[src/rtl/camera_init_ctrl.sv]
// Camera power-up sequencer: XCLK divider, power/reset sequencing, SCCB config
// handshake, frame-skip settling, per-attempt timeout with bounded retries.
module camera_init_ctrl #(
  parameter int unsigned DIV_HALF       = 1,
  parameter int unsigned PWR_CYCLES     = 50000,
  parameter int unsigned SKIP_FRAMES    = 2,
  parameter int unsigned TIMEOUT_CYCLES = 5000000,
  parameter int unsigned MAX_RETRY      = 3
) (
  input  logic                           clk_in_50,
  input  logic                           rst_n,
  input  logic                           start,
  input  logic                           reinit,
  input  logic                           frame_done,
  input  logic                           cfg_done,
  output logic                           clk_camera,
  output logic                           cam_reset_n,
  output logic                           cam_pwdn,
  output logic                           cfg_start,
  output logic                           init_finish,
  output logic                           init_error,
  output logic [$clog2(MAX_RETRY+1)-1:0] retry_cnt
);

  localparam int unsigned RW = $clog2(MAX_RETRY + 1);
  localparam int unsigned DW = (DIV_HALF > 1) ? $clog2(DIV_HALF) : 1;
  localparam int unsigned PW = (PWR_CYCLES > 1) ? $clog2(PWR_CYCLES) : 1;
  localparam int unsigned TW = (TIMEOUT_CYCLES > 1) ? $clog2(TIMEOUT_CYCLES) : 1;
  localparam int unsigned FW = (SKIP_FRAMES > 0) ? $clog2(SKIP_FRAMES + 1) : 1;

  localparam int unsigned DIV_LAST = DIV_HALF - 1;
  localparam int unsigned PWR_LAST = PWR_CYCLES - 1;
  localparam int unsigned TO_LAST  = TIMEOUT_CYCLES - 1;
  localparam int unsigned FRM_LAST = (SKIP_FRAMES > 0) ? SKIP_FRAMES - 1 : 0;

  localparam logic [2:0] S_IDLE   = 3'd0;
  localparam logic [2:0] S_PWR    = 3'd1;
  localparam logic [2:0] S_CFG    = 3'd2;
  localparam logic [2:0] S_SETTLE = 3'd3;
  localparam logic [2:0] S_READY  = 3'd4;
  localparam logic [2:0] S_ERROR  = 3'd5;

  logic [2:0]    state, state_d;
  logic [RW-1:0] retry_d;
  logic [DW-1:0] div_cnt;
  logic [PW-1:0] pwr_cnt;
  logic [TW-1:0] to_cnt;
  logic [FW-1:0] frm_cnt;
  logic [2:0]    fd_sync;
  logic          frame_evt;
  logic          pwr_clr, to_clr, frm_clr, to_hit, success;
  logic          pwdn_d, rstn_d, cfg_start_d, finish_d, error_d;

  // Free-running XCLK divider
  always_ff @(posedge clk_in_50 or negedge rst_n) begin
    if (!rst_n) begin
      div_cnt    <= '0;
      clk_camera <= 1'b0;
    end else if (div_cnt == DW'(DIV_LAST)) begin
      div_cnt    <= '0;
      clk_camera <= ~clk_camera;
    end else begin
      div_cnt <= div_cnt + 1'b1;
    end
  end

  // Two-flop synchroniser plus edge detect; frame_evt lands 3 edges after input
  always_ff @(posedge clk_in_50 or negedge rst_n) begin
    if (!rst_n) begin
      fd_sync   <= '0;
      frame_evt <= 1'b0;
    end else begin
      fd_sync   <= {fd_sync[1:0], frame_done};
      frame_evt <= fd_sync[1] & ~fd_sync[2];
    end
  end

  // Next-state and registered-output next values
  always_comb begin
    state_d = state;
    retry_d = retry_cnt;
    pwr_clr = 1'b0;
    to_clr  = 1'b0;
    frm_clr = 1'b0;
    success = 1'b0;
    to_hit  = (to_cnt == TW'(TO_LAST));

    case (state)
      S_IDLE: begin
        if (start) begin
          state_d = S_PWR;
          pwr_clr = 1'b1;
        end
      end
      S_PWR: begin
        if (pwr_cnt == PW'(PWR_LAST)) begin
          state_d = S_CFG;
          to_clr  = 1'b1;
        end
      end
      S_CFG: begin
        // cfg_start is high only on the first CONFIG cycle, which masks cfg_done there
        if (!cfg_start && cfg_done) begin
          state_d = S_SETTLE;
          frm_clr = 1'b1;
          success = 1'b1;
        end
      end
      S_SETTLE: begin
        if ((SKIP_FRAMES == 0) || (frame_evt && (frm_cnt == FW'(FRM_LAST)))) begin
          state_d = S_READY;
          success = 1'b1;
        end
      end
      S_READY: state_d = S_READY;
      S_ERROR: state_d = S_ERROR;
      default: state_d = S_IDLE;
    endcase

    // Timeout loses to a same-cycle success
    if ((state == S_CFG || state == S_SETTLE) && to_hit && !success) begin
      if (retry_cnt < RW'(MAX_RETRY)) begin
        retry_d = retry_cnt + 1'b1;
        state_d = S_PWR;
        pwr_clr = 1'b1;
      end else begin
        state_d = S_ERROR;
      end
    end

    if (reinit && state != S_IDLE) begin
      state_d = S_PWR;
      retry_d = '0;
      pwr_clr = 1'b1;
    end

    pwdn_d      = (state_d == S_IDLE) || (state_d == S_ERROR);
    rstn_d      = (state_d == S_CFG) || (state_d == S_SETTLE) || (state_d == S_READY);
    cfg_start_d = (state_d == S_CFG) && (state != S_CFG);
    finish_d    = (state_d == S_READY);
    error_d     = (state_d == S_ERROR);
  end

  always_ff @(posedge clk_in_50 or negedge rst_n) begin
    if (!rst_n) begin
      state       <= S_IDLE;
      retry_cnt   <= '0;
      cam_pwdn    <= 1'b1;
      cam_reset_n <= 1'b0;
      cfg_start   <= 1'b0;
      init_finish <= 1'b0;
      init_error  <= 1'b0;
    end else begin
      state       <= state_d;
      retry_cnt   <= retry_d;
      cam_pwdn    <= pwdn_d;
      cam_reset_n <= rstn_d;
      cfg_start   <= cfg_start_d;
      init_finish <= finish_d;
      init_error  <= error_d;
    end
  end

  // Phase counters; the timeout counter saturates once the budget is spent
  always_ff @(posedge clk_in_50 or negedge rst_n) begin
    if (!rst_n) begin
      pwr_cnt <= '0;
      to_cnt  <= '0;
      frm_cnt <= '0;
    end else begin
      if (pwr_clr)              pwr_cnt <= '0;
      else if (state == S_PWR)  pwr_cnt <= pwr_cnt + 1'b1;

      if (to_clr)                                               to_cnt <= '0;
      else if ((state == S_CFG || state == S_SETTLE) && !to_hit) to_cnt <= to_cnt + 1'b1;

      if (frm_clr)                             frm_cnt <= '0;
      else if (state == S_SETTLE && frame_evt) frm_cnt <= frm_cnt + 1'b1;
    end
  end

endmodule

[config.mk]
export PLATFORM = sky130hd
export DESIGN_NAME = camera_init_ctrl
export DESIGN_NICKNAME = d
export VERILOG_FILES = /design/src/rtl/camera_init_ctrl.sv
export SDC_FILE = /design/constraint.sdc
export NUM_CORES = 1
export LEC_CHECK = 0
export ABC_CLOCK_PERIOD_IN_PS = 2600
export BUFFER_PORTS_ARGS = -buffer_cell sky130_fd_sc_hd__buf_2
export CORE_UTILIZATION = 55
export DETAILED_ROUTE_END_ITERATION = 6
export PLACE_DENSITY_LB_ADDON = 0.15
export SYNTH_ARGS = -nofsm -noshare
export SYNTH_HDL_FRONTEND = slang
export SYNTH_SLANG_ARGS = --single-unit
[constraint.sdc]
create_clock -name clk_in_50 -period 2.6 [get_ports clk_in_50]
set_clock_uncertainty 0.15 [all_clocks]
set_input_delay 0.52 -clock clk_in_50 [delete_from_list [all_inputs] [get_ports clk_in_50]]
set_output_delay 0.52 -clock clk_in_50 [all_outputs]
set_load 0.1 [all_outputs]
==> run_results.csv, run 1 <==
group,metric,value,unit
status,outcome,"finished clean",
die,die_w,74.5,um
setup_path,r2r_cells,5,
layout,syn2layout_area_growth,9.95,%
setup_path,startpoint,"pwr_cnt[11]",
detailed_routing,drt-total-wl,5.62,mm
clocking,cts-root-buf,"clkbuf_8",
layout,stdcell_area,3180,um2
synth,synth-seq-cells,56,
detailed_routing,drt_iter0_drc,140,
timing,slew_violations,0,
clocking,postCtsSetupRepairBufs,0,
synth,async_reset_ff_share,100,%
power,powerDensity,472,nW/um2
setup_path,worstPathRequired,2.71,ns
die,die_h,74.5,um
timing,rsz0062_at_grt,"false",
clocking,holdBufCountCts,0,
timing,holdWs,0.0462,ns
global_routing,grt_max_degree,33,
global_routing,grt_antenna_before_repair,0,
clocking,cts_tree,"built",
detailed_routing,wire_per_inst,14.8,um
layout,layout-drive-gt1-share,15.1,%
setup_path,cp-endpoint,"cfg_start",
die,initial_core_util,57.0,%
setup_path,r2r_start,"pwr_cnt[11]",
clocking,cts.sinks,56,
hold_path,min_path_type,"input pin to async pin",
clocking,cts_buffer_depth,2,
detailed_routing,detail-route-antenna-nets,0,
synth,ys_warn_count,0,
setup_path,crit_path_start_kind,"flop",
layout,final_common_cell,"dfrtp_1",
power,leakage,1.37,nW
detailed_routing,vias_per_cell,5.69,
setup_path,end_kind,"flop",
clocking,clk_latency,0.31,ns
synth,syn_inst,291,
synth,yosys-top-cells-area,"dfrtp_1 48%, nor2_1 4.4%, xor2_1 3.6%, nand2_1 3.0%, a21oi_1 2.8%",
placement,port_buffers,13,
clocking,clkTransAtPathRegs,0.10,ns
global_routing,grt_pass1_wl,9.54,mm
clocking,h-tree-depth,2,
clocking,cts_resized,0,
synth,synth_flop_cell,"dfrtp_1",
global_routing,grt_pass1_vias,2092,
placement,place_area,3060,um2
global_routing,grt_usage,22.6,%
synth,synth-edff-count,0,
power,vdd_drop_max,0.000385,V
layout,antenna_cells,0,
setup_path,r2r-end,"cfg_start",
setup_path,critical_path_arrival,2.50,ns
die,die_area,5550,um2
timing,hold_viol_final,0,
clocking,cts_inserted_buffers,5,
synth,synth_top_area_share,47.6,%
timing,setup_viol,0,
synth,syn_avg_cell_area,9.94,um2
synth,yosys.cell_types.count,54,
placement,gp_congestion,0.811,
die,core_area,5070,um2
timing,setup_tns,0,ns
timing,fmax,417,MHz
synth,netlist_area,2890,um2
synth,syn-num-nets,301,
layout,final_nets,320,
detailed_routing,vias,2169,
setup_path,r2r_slack,0.20,ns
detailed_routing,dr.pass1.iters,5,
detailed_routing,drc_errors,0,
die,rows,26,
setup_path,critPathMaxFanout,7,
timing,fin_crit_sh,92.2,%
timing,post-route-min-period,2.40,ns
global_routing,overflow,0,
layout,fill_cells,435,
synth,yosysTopAreaCell,"dfrtp_1",
timing,maxSlewHeadroom,60.8,%
timing,worst_pin_slew,0.588,ns
die,io_pins,14,
run,max_cap_violations,0,
layout,final_cell_mix,"55 x dfrtp_1, 34 x nor2_1, 23 x nand2_1",
setup_path,crit_type,"flop to flop",
placement,dp_hpwl,4.03,mm
synth,seq_area_frac_synth,48.5,%
## per-stage QoR
| stage | instances | power [W] | util [%] | setup WS (ns) |
|---|---|---|---|---|
| after floorplan | 291 | 0.000922 | - | 0.158 |
| after global placement | 373 | 0.000949 | 60.4 | 0.221 |
| after detailed placement | 373 | 0.000951 | 60.4 | 0.189 |
| after CTS | 381 | 0.00152 | 62.5 | 0.153 |
| after global routing | 381 | 0.00156 | 62.7 | 0.0967 |
| final | 381 | 0.00150 | 62.7 | 0.202 |
## power breakdown
group | switching, W | leakage (nW) | internal, W | total, W
logic | 0.0000304 | 0.563 | 0.0000159 | 0.0000463
clock network | 0.000283 | 0.0541 | 0.000285 | 0.000568
registers | 0.00000721 | 0.754 | 0.000879 | 0.000886
## synth_stat cells (2+ instances only)
cell type	count
dfrtp_1	55
nor2_1	34
nand2_1	23
a21oi_1	16
nand3_1	15
xor2_1	12
inv_1	10
nand4_1	9
o31ai_1	9
or4_1	9
xnor2_1	9
and3_1	5
nor3_1	5
or3_1	5
buf_4	4
ha_1	4
mux2i_1	4
nor4_1	4
o21ai_0	4
buf_2	3
buf_6	3
nand2b_1	3
nor2b_1	3
o211ai_1	3
a211o_1	2
a21o_1	2
and4_1	2
nand4_2	2
nor4_2	2
o2111ai_1	2
o21bai_1	2
o41ai_1	2
or3b_2	2
or4b_2	2
## cell families after synthesis
family,share of synthesized area (%)
and+or+nand+nor,26.2
xor gates and xnor gates,6.36
muxes,1.38
AOI/OAI and AO/OA,11.7
DFF,48.5
buffers and inverters,4.15
adders and majority gates,1.73
## critical path: stages (launching register included)
cell      delay [ns]
dfrtp_1         0.43
or4b_2          0.69
nor4_2          0.25
nand2_1         0.26
a211oi_2        0.37
o211a_1         0.19
## worst min-delay path by stage
stage	startpoint	slack (ns)	cells after the start	end
floorplan	rst_n	0.07	0	cam_reset_n
global placement	fd_sync[0]	0.19	0	fd_sync[1]
detailed placement	fd_sync[0]	0.19	0	fd_sync[1]
CTS	rst_n	0.07	1	to_cnt[13]
global route	rst_n	0.09	1	to_cnt[21]
finish	rst_n	0.05	1	to_cnt[13]
## area by class of cell
cell class	instances	area, um2	share of cell area [%]
clock inverter	3	42.5	1.34
inverter	10	37.5	1.18
timing repair buffer	23	165	5.19
tap	70	87.6	2.75
clock buffer	5	68.8	2.16
multi-input combinational	214	1380	43.3
sequential	56	1400	44.1
## metal layers
layer | up-vias | track usage (%) | share of wire [%]
met5 | - | 0 | 0
li1 | 1096 | - | -
met1 | 1026 | 29.9 | 49
met4 | 0 | 6.29 | 1.4
met2 | 38 | 38.0 | 47
met3 | 9 | 4.34 | 2.7
## state kept, by name (all words and copies together) (netlist names)
register	flops
to_cnt	23
pwr_cnt	16
fd_sync	3
state	3
frm_cnt	2
retry_cnt	2
cam_pwdn	1
cam_reset_n	1
cfg_start	1
clk_camera	1
frame_evt	1
init_error	1
init_finish	1
No activity file was read; power rests on OpenSTA's default activity.
==> inputs of run 2 (changes only) <==
--- a/config.mk
+++ b/config.mk
@@ -10,6 +10,7 @@
 export CORE_UTILIZATION = 55
 export DETAILED_ROUTE_END_ITERATION = 6
 export PLACE_DENSITY_LB_ADDON = 0.15
+export REMOVE_ABC_BUFFERS = 1
 export SYNTH_ARGS = -nofsm -noshare
 export SYNTH_HDL_FRONTEND = slang
 export SYNTH_SLANG_ARGS = --single-unit
==> run_results.csv, run 2 (same netlist as run 1, synthesis figures left out) <==
group,metric,value,unit
die,io_pins,14,
clocking,cts_inserted_buffers,5,
die,initial_core_util,57.0,%
timing,slew_violations,0,
timing,rsz0062_at_grt,"false",
layout,largest_register_ffs,23,
detailed_routing,drt-met1-wl,2.62,mm
timing,setup_viol,0,
setup_path,crit_path_max_incr_delay,0.55,ns
placement,place_area,3060,um2
run,max_cap_violations,0,
global_routing,grt_antenna_before_repair,0,
setup_path,end_kind,"flop",
global_routing,overflow,0,
clocking,holdBufCountCts,0,
layout,top_regs,"to_cnt x23, pwr_cnt x16",
timing,maxSlewHeadroom,60.8,%
die,die_h,74.5,um
die,rows,26,
layout,regMostFlops,"to_cnt",
clocking,clkTransAtPathRegs,0.10,ns
global_routing,grt_usage,22.0,%
detailed_routing,dr.pass1.iters,4,
setup_path,crit_path_start_kind,"flop",
timing,fin_crit_sh,91.4,%
layout,stdcell_count,382,
layout,stdcell_area,3170,um2
clocking,cts_buffer_depth,2,
layout,final_cell_mix,"55 x dfrtp_1, 34 x nor2_1, 23 x nand2_1",
detailed_routing,vias,2177,
placement,dp.cells,374,
placement,dp_hpwl,3.96,mm
clocking,cts_resized,0,
layout,fill_cells,445,
clocking,cts-root-buf,"clkbuf_8",
detailed_routing,drt-total-wl,5.46,mm
layout,final_nets,321,
status,outcome,"finished clean",
layout,antenna_cells,0,
detailed_routing,dr_wl_met3,113,um
clocking,h-tree-depth,2,
die,core_area,5070,um2
hold_path,min_path_type,"input pin to async pin",
die,die_w,74.5,um
detailed_routing,top_layer_used,"met4",
clocking,clk_latency,0.31,ns
setup_path,worstPathRequired,2.70,ns
global_routing,grt_pass1_wl,9.36,mm
placement,gp_congestion,0.758,
setup_path,critical_path_arrival,2.48,ns
detailed_routing,drc_errors,0,
detailed_routing,wl_met2,2.67,mm
power,vdd_drop_max,0.000333,V
clocking,cts.sinks,56,
placement,port_buffers,13,
setup_path,cp_slowest_cell,"or4b_1",
power,powerDensity,471,nW/um2
clocking,postCtsSetupRepairBufs,0,
timing,post-route-min-period,2.38,ns
timing,setup_tns,0,ns
timing,worst_pin_slew,0.587,ns
die,die_area,5550,um2
clocking,cts_tree,"built",
layout,syn2layout_area_growth,9.52,%
detailed_routing,vias_per_cell,5.70,
timing,fmax,421,MHz
power,leakage,1.37,nW
power,fin_total_pwr,0.00149,W
global_routing,grt_pass1_vias,2142,
global_routing,grt_max_degree,33,
detailed_routing,drt_iter0_drc,84,
setup_path,critPathMaxFanout,7,
setup_path,crit_type,"flop to flop",
setup_path,cp_cell_sequence,"or4b_1 -> nor4_2 -> nand2_1 -> a211oi_2 -> o211a_1",
layout,final_util,62.4,%
timing,hold_viol_final,0,
layout,final_common_cell,"dfrtp_1",
layout,layout-drive-gt1-share,14.7,%
detailed_routing,detail-route-antenna-nets,0,
detailed_routing,wire_per_inst,14.3,um
==> run 2: cell count changes in the layout (fill, tap and decap cells not counted) <==
cell | before | now
buf_4 | 8 | 10
clkbuf_1 | 0 | 2
buf_12 | 2 | 1
clkinv_2 | 1 | 0
clkinvlp_4 | 1 | 0
or2_2 | 0 | 1
or2_4 | 1 | 0
==> run 2: final timing paths <==
kind / slack (ns) / end / cells after the start / startpoint
hold reg to reg: 0.21 / fd_sync[1] / 0 / fd_sync[0]
setup reg to reg: 0.22 / cfg_start / 5 / pwr_cnt[5]
hold / removal: 0.04 / to_cnt[22] / 1 / rst_n
max in group asynchronous: 1.60 / cam_pwdn / 2 / rst_n
min in group clk_in_50: 0.16 / fd_sync[0] / 1 / frame_done
setup / recovery: 0.22 / cfg_start / 5 / pwr_cnt[5]
==> run 2: area by class of cell <==
class / count / area, um2 / share of cell area, %
well taps: 70 / 87.6 / 2.76
clock buffers: 7 / 76.3 / 2.41
multi-input cells: 214 / 1370 / 43.4
inverters: 10 / 37.5 / 1.18
flip-flops and latches: 56 / 1400 / 44.3
repair buffers: 24 / 160 / 5.06
clock inverters: 1 / 30.0 / 0.948
==> run 2: power by group <==
part / leakage, nW / internal [W] / total, W / switching (W)
logic: 0.561 / 0.0000154 / 0.0000461 / 0.0000307
registers: 0.754 / 0.000879 / 0.000886 / 0.00000715
clock network: 0.0524 / 0.000289 / 0.000561 / 0.000272
total: 1.37 / 0.00118 / 0.00149 / 0.000310
==> run 2: metrics by stage <==
| stage | hold slack, ns | worst slack (ns) |
|---|---|---|
| 5_1_grt | 0.0909 | 0.0877 |
| 3_5_place_dp | 0.195 | 0.171 |
| 4_1_cts | 0.0557 | 0.135 |
| 6_report | 0.0435 | 0.224 |
| 2_1_floorplan | 0.0744 | 0.236 |
| 3_3_place_gp | 0.188 | 0.230 |
==> run 2: worst max-delay path: cells and delay by family (launching register included) <==
family | cells | cell delay (ns)
compound gates | 2 | 0.54
simple gates | 3 | 1.20
flops | 1 | 0.44
==> run 2: per-layer routing <==
layer  track usage, %  vias up
met5                0        -
met4             6.92        0
met3             3.79        5
met2             38.9       27
met1             27.3     1051
li1                 -     1094
